<file path="src/rtl/timer_alarm_sched.sv">
// timer_alarm_sched: four-requester timeout scheduler sharing a single down-counter.
// Requesters are served round-robin. The counter decrements on every clk or on
// each rising edge of i_tick, depending on i_useclk.
// Optional feature: define TIMER_ALARM_SCHED_CANCEL_EN to let i_cancel abort the
// active timeout. When it is undefined, i_cancel is accepted but ignored.
module timer_alarm_sched #(
  parameter int CNT_W = 32
) (
  input  logic             clk,
  input  logic             rst,
  input  logic             i_enable,
  input  logic             i_useclk,
  input  logic             i_tick,
  input  logic [3:0]       i_req,
  input  logic [CNT_W-1:0] i_delay0,
  input  logic [CNT_W-1:0] i_delay1,
  input  logic [CNT_W-1:0] i_delay2,
  input  logic [CNT_W-1:0] i_delay3,
  input  logic [3:0]       i_cancel,
  output logic [3:0]       o_grant,
  output logic [3:0]       o_done,
  output logic             o_busy,
  output logic [1:0]       o_active_id,
  output logic [CNT_W-1:0] o_count
);

  typedef enum logic [1:0] {IDLE = 2'd0, RUN = 2'd1, DONE = 2'd2} state_t;

  state_t           state_reg;
  logic [1:0]       ptr_reg;
  logic [1:0]       active_reg;
  logic             tick_reg;
  logic [3:0]       grant_reg;
  logic [3:0]       done_reg;
  logic [CNT_W-1:0] count_reg;

  logic [CNT_W-1:0] delay_arr [4];
  logic [3:0]       req_rot;
  logic [1:0]       win_off;
  logic [1:0]       win_id;
  logic             strobe;
  logic             cancel_hit;

  assign delay_arr[0] = i_delay0;
  assign delay_arr[1] = i_delay1;
  assign delay_arr[2] = i_delay2;
  assign delay_arr[3] = i_delay3;

  // Rotate the request vector so that bit 0 is the requester at the round-robin pointer.
  generate
    for (genvar gi = 0; gi < 4; gi++) begin : g_rot
      assign req_rot[gi] = i_req[ptr_reg + 2'(gi)];
    end
  endgenerate

  // The first set bit of the rotated vector, mapped back to an absolute requester id.
  always_comb begin
    win_off = 2'd0;
    for (int k = 3; k >= 0; k--) begin
      if (req_rot[k]) win_off = 2'(k);
    end
    win_id = ptr_reg + win_off;
  end

  // Count strobe: either every clk, or a single-cycle pulse on each rising edge of i_tick.
  assign strobe = i_useclk ? (i_tick & ~tick_reg) : 1'b1;

`ifdef TIMER_ALARM_SCHED_CANCEL_EN
  assign cancel_hit = i_cancel[active_reg];
`else
  logic unused_cancel;
  assign unused_cancel = ^i_cancel;
  assign cancel_hit    = 1'b0;
`endif

  // Scheduler FSM. All outputs are registered here.
  always_ff @(posedge clk or negedge rst) begin
    if (!rst) begin
      state_reg  <= IDLE;
      ptr_reg    <= 2'd0;
      active_reg <= 2'd0;
      tick_reg   <= 1'b0;
      grant_reg  <= 4'd0;
      done_reg   <= 4'd0;
      count_reg  <= '0;
    end else begin
      tick_reg  <= i_tick;
      grant_reg <= 4'd0;
      done_reg  <= 4'd0;
      if (!i_enable) begin
        // Disable overrides every other event. The pointer is kept for fairness.
        state_reg <= IDLE;
        count_reg <= '0;
      end else begin
        case (state_reg)
          IDLE: begin
            if (|i_req) begin
              count_reg  <= delay_arr[win_id];
              active_reg <= win_id;
              grant_reg  <= 4'b0001 << win_id;
              // A zero delay goes straight to DONE, so RUN never holds a zero count.
              state_reg  <= (delay_arr[win_id] == '0) ? DONE : RUN;
            end
          end
          RUN: begin
            // Expiry is tested first, so it wins over a cancel arriving on the same edge.
            if (strobe && count_reg == CNT_W'(1)) begin
              count_reg <= '0;
              state_reg <= DONE;
            end else if (cancel_hit) begin
              count_reg <= '0;
              ptr_reg   <= active_reg + 2'd1;
              state_reg <= IDLE;
            end else if (strobe) begin
              count_reg <= count_reg - CNT_W'(1);
            end
          end
          DONE: begin
            done_reg  <= 4'b0001 << active_reg;
            ptr_reg   <= active_reg + 2'd1;
            state_reg <= IDLE;
          end
          default: state_reg <= IDLE;
        endcase
      end
    end
  end

  assign o_grant     = grant_reg;
  assign o_done      = done_reg;
  assign o_active_id = active_reg;
  assign o_count     = count_reg;
  // Busy covers the completion pulse, so a requester sees busy until its o_done.
  assign o_busy      = (state_reg != IDLE) | (|done_reg);

endmodule
</file>
<file path="config.mk">
export PLATFORM = sky130hd
export DESIGN_NAME = timer_alarm_sched
export DESIGN_NICKNAME = d
export VERILOG_FILES = /design/src/rtl/timer_alarm_sched.sv
export SDC_FILE = /design/constraint.sdc
export NUM_CORES = 1
export LEC_CHECK = 0
export CORE_MARGIN = 2
export CORE_UTILIZATION = 30
export CTS_BUF_LIST = sky130_fd_sc_hd__clkbuf_8 sky130_fd_sc_hd__clkbuf_16
export CTS_CLUSTER_SIZE = 40
export DETAILED_ROUTE_END_ITERATION = 10
export SKIP_LAST_GASP = 1
export SLEW_MARGIN = 10
export SYNTH_ARGS = -nofsm -noshare
export SYNTH_HDL_FRONTEND = slang
export SYNTH_SLANG_ARGS = --single-unit
</file>
<file path="constraint.sdc">
create_clock -name clk -period 7.71 [get_ports clk]
set_clock_uncertainty 0.1 [all_clocks]
set_input_delay 1.1565 -clock clk [delete_from_list [all_inputs] [get_ports clk]]
set_output_delay 1.1565 -clock clk [all_outputs]
set_load 0.02 [all_outputs]
</file>
==> results.yml <==
timing:
  fin_crit_sh_pct: 65.80
  final-hold-violation-count: 0
  fmax_mhz: 197.1
  slew_violations: 0
  tns_ns: 0
  grt_setup_unrepaired: "no"
  worst_pin_slew_ns: 1.171
  min_period_ns: 5.073
  setup_viol: 0
  holdWs_ns: 0.4933
  slew_headroom_pct: 21.65
critical_path:
  start_kind: "input port"
  cp.required_ns: 7.75
  cp_slowest_stage_delay_ns: 0.70
  arrival_ns: 5.11
  cp_max_fo: 19
  rrSetupSlack_ns: 3.47
  rr_endpoint: "state_reg[0]$_DFFE_PN0P_"
  end_kind: "flip-flop"
  crit_type: "input port to flip-flop"
  cp_cell_sequence: "clkdlybuf4s50_1 -> nor2b_1 -> a221o_1 -> nand2_1 -> o221ai_1 -> ha_1 -> nor4_1 -> nand4_1 -> nor4_1 -> o2111ai_1 -> a221oi_1 -> o22ai_1"
  reg2reg_depth: 11
  crit_slowest_cell: "nor4_1"
  cpMostUsedCell: "nor4_1"
  r2r_start: "ptr_reg[0]$_DFFE_PN0P_"
  path_delay_family: "simple AND/OR/NAND/NOR gates"
  crit_buf_inv: 1
logic_synthesis:
  synth_cell_types: 62
  synth.most_common_cell: "dfrtp_1"
  syn_nets: 655
  synthArstFlopShare_pct: 100.0
  synth_area_leaders: "dfrtp_1 (27%), mux2i_1 (7.2%), nor4_1 (5.5%)"
  ys_top_cells_by_count: "dfrtp_1 (47), nor4_1 (38), nor2_1 (32)"
  yosys.area.top_type: "dfrtp_1"
  synth_area_um2: 4338
  ys_seq_area_share_pct: 27.11
  synthFlopType: "dfrtp_1"
  synth_seq_cells: 47
  syn_area_per_cell_um2: 8.556
  synth_warnings: 0
  synth-edff-count: 0
  synth_cells: 507
  yosysTopAreaCellShare_pct: 27.11
worst_hold_path:
  worst_hold_path_type: "flip-flop to flip-flop"
  min_to: "o_active_id[1]$_DFFE_PN0P_"
  hold_depth: 2
  hp-start: "o_active_id[1]$_DFFE_PN0P_"
die:
  die_w_um: 124.3
  ioPinCount: 184
  die_y_um: 124.3
  rows: 43
  die-area_um2: 15440
  start_util_pct: 31.01
  core_area_um2: 13990
clock_tree:
  clk-insertion-delay-late_ns: 0.29
  postCtsHoldBufs: 0
  cts.sinks: 47
  cts_tree: "yes"
  clk_pin_slew_ns: 0.06
  ctsLongestPathBuffers: 2
  cts_htree_levels: 2
  clockRootBuffer: "clkbuf_16"
  ctsResizeCount: 0
  postCtsSetupRepairBufs: 0
  numCtsBuffers: 5
drt:
  wl_per_cell_um: 22.71
  antenna_left: 0
  via_per_inst: 6.000
  drc: 0
  drt_first_iter_violations: 361
  wl_mm: 19.10
  route.vias.total: 5046
  drt_first_pass_iters: 5
finish:
  antennaDiodeCount: 0
  largest_reg_flops: 32
  fin_util_pct: 45.23
  area_delta_synth_final_pct: 45.86
  final_nets: 810
  fin_cells: 841
  layout-drive-gt1-share_pct: 5.598
grt:
  grt_usage_pct: 23.49
  antenna_found_initial: 1
  grt_start_max_net_pins: 49
  grt_pass1_vias: 4990
  grt_pass1_wl_mm: 28.70
  grt_overflow: 0
power_and_ir_drop:
  total_power_uw: 1262
  p_leak_uw: 0.002378
  p_per_area_nw_per_um2: 199.5
  peakVddDrop_mv: 0.08094
place:
  gp_congestion: 0.8882
  hpwl_mm: 15.68
  dp.cells: 835
  port_buffers: 179
outcome:
  outcome: "complete, no violations"
job:
  maxCapViolCount: 0
[tightest hold or removal path: cells and delay by family, from the launching register on]
family,cells,cell delay [ns]
flip-flops,1,0.43
AO/OA/AOI/OAI,1,0.07
AND/OR/NAND/NOR,1,0.06
[worst max-delay path by stage]
stage	startpoint	end	slack [ns]	depth (start not counted)
CTS	i_req[0]	state_reg[0]$_DFFE_PN0P_	2.62	12
finish	i_req[1]	state_reg[0]$_DFFE_PN0P_	2.64	12
floorplan	i_req[0]	state_reg[0]$_DFFE_PN0P_	4.12	13
global placement	i_req[0]	state_reg[0]$_DFFE_PN0P_	2.36	12
global route	i_req[0]	state_reg[0]$_DFFE_PN0P_	2.40	12
detailed placement	i_req[0]	state_reg[0]$_DFFE_PN0P_	2.30	12
[per-stage QoR]
stage | area, um^2 | worst slack [ns]
global route | 6327 | 2.396
global placement | 6198 | 2.364
finish | 6327 | 2.637
CTS | 6327 | 2.624
detailed placement | 6198 | 2.302
floorplan | 4338 | 4.117
[cell usage in the layout, fill, tap and decap left out, types with 4 or more instances in the layout]
cell type        count
clkbuf_16            5
o31ai_1              7
or2_2                5
a221oi_1             4
nand3_1             21
o21ai_0             28
nor3_1              24
mux2_4              10
buf_4                4
a211oi_1             6
or3_1               11
o311ai_0            11
inv_1                5
and2_1               6
nor2_1              32
a211o_1             16
nand4_1              9
or4_1                4
mux2_2               4
nor4b_1              7
nor4_1              38
ha_1                 7
clkdlybuf4s50_1    178
nor3b_1              7
a21oi_1             23
nand2b_1             5
o21a_1               7
nand2_1             25
dfrtp_1             47
a22o_1               4
mux2i_1             31
mux2_1               6
o221ai_1            18
o22ai_1              7
[final cells by class]
cell class                      instances  area, um^2
Multi-Input combinational cell        421        2965
Clock inverter                          1       3.754
Sequential cell                        47        1176
Clock buffer                            5       125.1
Fill cell                            1400        7661
Timing Repair Buffer                  183        1817
Inverter                                4       15.01
Tap cell                              180       225.2
[where the power goes]
part / switching [uW] / internal [uW]
registers: 97.7 / 305
logic: 347 / 311
clock network: 85.9 / 115
[kinds of logic after synthesis]
group           Yosys count  synth area share, %
fa+ha+maj                 7                2.019
mux                      51                13.21
flops                    47                27.11
buf+inv                  39                4.644
xor+xnor                  2               0.4039
simple gates            209                27.00
compound gates          152                25.61
[layer usage]
layer,share of wire [%],up-vias,track usage [%]
met4,1.3,0,4.891
li1,-,2343,-
met2,48,282,40.63
met3,9.0,16,4.553
met5,0,-,0
met1,42,2405,30.46
(Power assumes the default switching activity.)
==> patch 1, RTL diff (same flow settings) <==
Build with the macro `TIMER_ALARM_SCHED_CANCEL_EN` defined.
--- a/src/rtl/timer_alarm_sched.sv
+++ b/src/rtl/timer_alarm_sched.sv
@@ -3,6 +3,8 @@
 // each rising edge of i_tick, depending on i_useclk.
 // Optional feature: define TIMER_ALARM_SCHED_CANCEL_EN to let i_cancel abort the
 // active timeout. When it is undefined, i_cancel is accepted but ignored.
+`define TIMER_ALARM_SCHED_CANCEL_EN
+
 module timer_alarm_sched #(
   parameter int CNT_W = 32
 ) (
Behaviour: not the same (Yosys sat finds a counterexample within 4 cycles, from zero or initial values and one cycle with rst low).
==> patch 1 against the original RTL <==
- sequential cell count unchanged
- critical path type unchanged
- worst setup slack better by 0.29 ns
- area after synthesis is 10% lower
- cell area down 4.5%
- maximum frequency grew 6.2%
- critical endpoint unchanged
- routed wire length decreased by 13%
Power is not compared: it rests on default switching activity, and its combinational part moved more than twofold at a synthesized area within 25%.
==> patch 1: results (changes against the original RTL) <==
- Run status: finished, final reports clean
- Input/output buffers: 183 (+2.2%)
* Synthesized netlist cell count: 441 (-13%)
- Number of antenna violations at the first check in global routing: 0 (-1)
- The post-synthesis net count came to 589 (-10%).
- Start point of the worst min-delay path: o_count[3]$_DFFE_PN0P_
- The average via count per standard cell came to 5.81 (-3.1%).
- Met3 Use GR: 6.06% (+1.5 points)
- The largest fanout on the critical path was 40 (+21).
* Max stage delay cell, worst path: clkdlybuf4s50_1
* Routability-driven placement congestion ratio: 0.922 (+3.7%)
* Met2 layer wire length in the routed design: 8.00 mm (-13%)
* Met1 Wirelength: 6.66 mm (-17%)
* Register-to-register setup slack: 3.85 ns (+0.38 ns)
- End of the worst hold path: o_count[3]$_DFFE_PN0P_
- The maximum number of pins on one net before global-route repair is 48 (-2.0%).
- The total placed instance area is 5890 um^2 (-4.9%).
* Met1 usage in global routing: 30.7% (+0.21 points)
- Worst Reg-to-Reg Cells: 14 (+3)
* Share of final-layout standard cells stronger than drive strength 1: 9.48% (+3.9 points)
* Total routing usage reported by global routing: 23.7% (+0.19 points)
- Post-DP HPWL: 13.4 mm (-15%)
* Final Instance Count excl. Fillers: 784 (-6.8%)
- The met3 wire length is 1.54 mm (-10%).
- Violation count after the first detailed-route iteration: 314 (-13%)
- The relative slew slack is 21.8% (+0.14 points).
- The setup slack after placement is 2.65 ns (+0.351 ns).
- Arrival time of the worst setup path: 4.86 ns (-0.25 ns)
- Fin nets: 759 (-6.3%)
- Worst reg2reg startpoint: ptr_reg[1]$_DFFE_PN0P_
* Final wirelength: 16.6 mm (-13%)
* GR Layer Usage met2: 39.2% (-1.4 points)
-- patch 1: cell count changes in the layout (fill, tap and decap cells not counted), sizes merged, moves of 18 or more --
cell	change
mux4	+33
mux2i	-30
nand2	+21
mux2	-18
o21ai	+18
o221ai	-18
-- patch 1: cell type report --
cell class | instances | area (um^2)
repair buffers | 189 | 1870
clock inverters | 3 | 23.8
fillers | 1232 | 6630
clock buffers | 5 | 125
inverters | 13 | 48.8
flip-flops and latches | 47 | 1180
multi-input cells | 355 | 2580
well taps | 172 | 215
-- patch 1: cells by family (layout without fill, tap and decap cells) --
| group | count (synthesis) | count (layout) | share of synthesized area (%) |
|---|---|---|---|
| flip-flops | 47 | 47 | 30.1 |
| multiplexers | 36 | 36 | 19.9 |
| AND/OR/NAND/NOR | 193 | 193 | 24.7 |
| adder cells (fa/ha/maj) | 7 | 7 | 2.24 |
| buffers and inverters | 39 | 210 | 4.42 |
| AO/OA/AOI/OAI | 115 | 115 | 17.8 |
| XOR/XNOR | 4 | 4 | 0.898 |
==> patch 2, RTL diff (same settings) <==
Made on the original files. The 3 states of `state_t` get a one-hot encoding in 3 bits.
--- a/src/rtl/timer_alarm_sched.sv
+++ b/src/rtl/timer_alarm_sched.sv
@@ -24,7 +24,7 @@
   output logic [CNT_W-1:0] o_count
 );
 
-  typedef enum logic [1:0] {IDLE = 2'd0, RUN = 2'd1, DONE = 2'd2} state_t;
+  typedef enum logic [2:0] {IDLE = 3'b001, RUN = 3'b010, DONE = 3'b100} state_t;
 
   state_t           state_reg;
   logic [1:0]       ptr_reg;
Function: no difference found for any inputs over 10 cycles, from zero or initial values and one cycle with rst low; not proved beyond that.
==> patch 2 against the original RTL <==
- total power fell by 17%
- worst setup slack improved by 0.29 ns
- routed wire length fell by 19%
- sequential cell count rose by 1
- sequential share of layout area rose by 1.2 points
- maximum frequency rose by 6.0%
- area after synthesis fell by 8.2%
- sequential power fell by 14%
- worst hold slack got worse by 0.036 ns
- cell area fell by 4.1%
- synthesized cell count fell by 15%
- via count fell by 13%
- critical path type unchanged
- critical endpoint is now state_reg[2]$_DFFE_PN0P_
- largest power group unchanged
- highest routed layer unchanged
==> patch 2: results (changes against the original RTL) <==
- Part of the Yosys area used for sequential elements: 30.2% (+3.1 points)
- Max reg flops: 32 (unchanged)
- Run status: finished, final reports clean
- The layout cell share with drive strength beyond 1 came to 10.7% (+5.1 points).
* Most frequent cells after synthesis: nand2_1 (54), dfrtp_1 (47), nor2_1 (34), mux4_2 (32), a21oi_1 (29)
- The worst hold path begins at o_count[15]$_DFFE_PN0P_.
* Clock transition at the registers of the reported paths: 0.06 ns (about the same)
* Placed standard-cell area: 5910 um^2 (-4.7%)
- Final wirelength: 15.5 mm (-19%)
- The final weighted congestion of routability-driven global placement was 0.848 (-4.6%).
- By area the synthesized netlist is led by dfrtp_1 (30%), mux4_2 (18%), nand2_1 (5.1%).
* Via total after detailed routing: 4378 (-13%)
- Normalized max-slew margin: 54.4% (+33 points)
- CP max FO: 35 (+16)
- The number of antenna violations at the first check in global routing was 0 (-1).
- The number of input and output port buffers inserted is 179 (unchanged).
* Total routing usage reported by global routing: 21.9% (-1.6 points)
- Top FF cell, synth: dfrtp_1
- Post-placement setup slack: 2.62 ns (+0.322 ns)
* Number of buffers on the longest clock path: 2 (unchanged)
* VDD IR max: 0.0972 mV (+20%)
- The final HPWL from detailed placement was 12.4 mm (-21%).
- Maximum cell stage delay along the critical path: 0.58 ns (-0.12 ns)
* Average routed wire per standard cell: 20.0 um (-12%)
* Async SR Flop Fraction: 100% (unchanged)
* Post-CTS setup-driven buffer insertion count: 0 (unchanged)
- The post-synthesis net count was 579 (-12%).
- The maximum number of pins on one net before global-route repair is 49 (unchanged).
* Leakage power: 2.24 nW (-5.8%)
- The insertion delay of the later-clocked pin in the worst-skew pair came to 0.29 ns (about the same).
- Worst reg2reg startpoint: ptr_reg[0]$_DFFE_PN0P_
- Final Hold Violating Endpoints: 0 (unchanged)
* Antenna Cells: 0 (unchanged)
- Max stage delay cell, worst path: clkdlybuf4s50_1
- Yosys warns: 0 (unchanged)
- The first-pass iteration count of the detailed router came to 5 (unchanged).
- The via count of the first global-routing pass is 4580 (-8.2%).
- Number of gates resized after CTS: 0 (unchanged)
- CP top delay family: buffers and inverters
- The switching power is 393 uW (-26%).
- Filler cells: 1243 (-11%)
- Count of unique library cells instantiated by Yosys: 65 (+4.8%)
* Average size of a mapped cell: 9.24 um^2 (+8.0%)
- Class of the most critical hold timing path: reg2reg
- Worst setup path startpoint: i_req[0]
* Placed instance count: 766 (-8.3%)
- H-tree levels: 2 (unchanged)
* Violation count after the first detailed-route iteration: 341 (-5.5%)
- CTS buffer count: 5 (unchanged)
- Fin nets: 745 (-8.0%)
* First-pass GRT wire length: 24.5 mm (-15%)
- In this run the clock root is driven by a clkbuf_16.
patch 2: cell types whose count changed in the layout (fill, tap and decap cells not counted), sizes merged, moves of 16 or more:
cell and change:
mux2 -18, nand2 +29, mux4 +32, mux2i -29
a211o -16, o221ai -16
patch 2: cell families (layout without fill, tap and decap cells):
group | after synthesis | in the layout | synth area share, %
compound gates | 107 | 107 | 17.2
xor+xnor | 11 | 11 | 2.42
fa+ha+maj | 7 | 7 | 2.20
buf+inv | 32 | 198 | 3.89
flops | 48 | 48 | 30.2
mux | 36 | 36 | 19.2
simple gates | 190 | 190 | 24.9
patch 2: layout make-up:
class / count / share of cell area, %
clock buffers: 7 / 2.52
inverters: 7 / 0.433
well taps: 176 / 3.63
multi-input cells: 351 / 43.5
repair buffers: 184 / 30.1
flip-flops and latches: 48 / 19.8
patch 2: power groups by stage:
stage                     registers (mW)  logic (mW)  clock network, mW
after CTS                          0.345       0.472              0.232
after detailed placement           0.349       0.471                  0
after global placement             0.347       0.466                  0
after global routing               0.352       0.510              0.244
after floorplan                    0.376       0.215                  0
final                              0.345       0.472              0.231
patch 2: metal layers:
layer / vias to the layer above / global-route usage, % / wire length (um)
li1: 2001 / - / -
met3: 26 / 4.60 / 1270
met2: 232 / 37.9 / 7460
met4: 0 / 6.18 / 418
met1: 2119 / 27.5 / 6330
met5: - / 0 / 0
patch 2: per-stage QoR:
stage	utilization, %	hold WS [ns]
after global routing	46.4	0.488
after detailed placement	45.2	0.452
after CTS	46.3	0.462
after global placement	45.2	0.453
final	46.4	0.457
after floorplan	-	0.445
patch 2: final timing paths:
check | depth (start not counted) | slack, ns | end
max | 14 | 2.93 | state_reg[2]$_DFFE_PN0P_
min | 1 | 0.46 | o_count[15]$_DFFE_PN0P_
max reg2reg | 13 | 3.81 | state_reg[2]$_DFFE_PN0P_
min reg2reg | 1 | 0.46 | o_count[15]$_DFFE_PN0P_
max in group asynchronous | 2 | 6.20 | o_done[2]$_DFF_PN0_
min in group asynchronous | 2 | 0.87 | o_count[1]$_DFFE_PN0P_
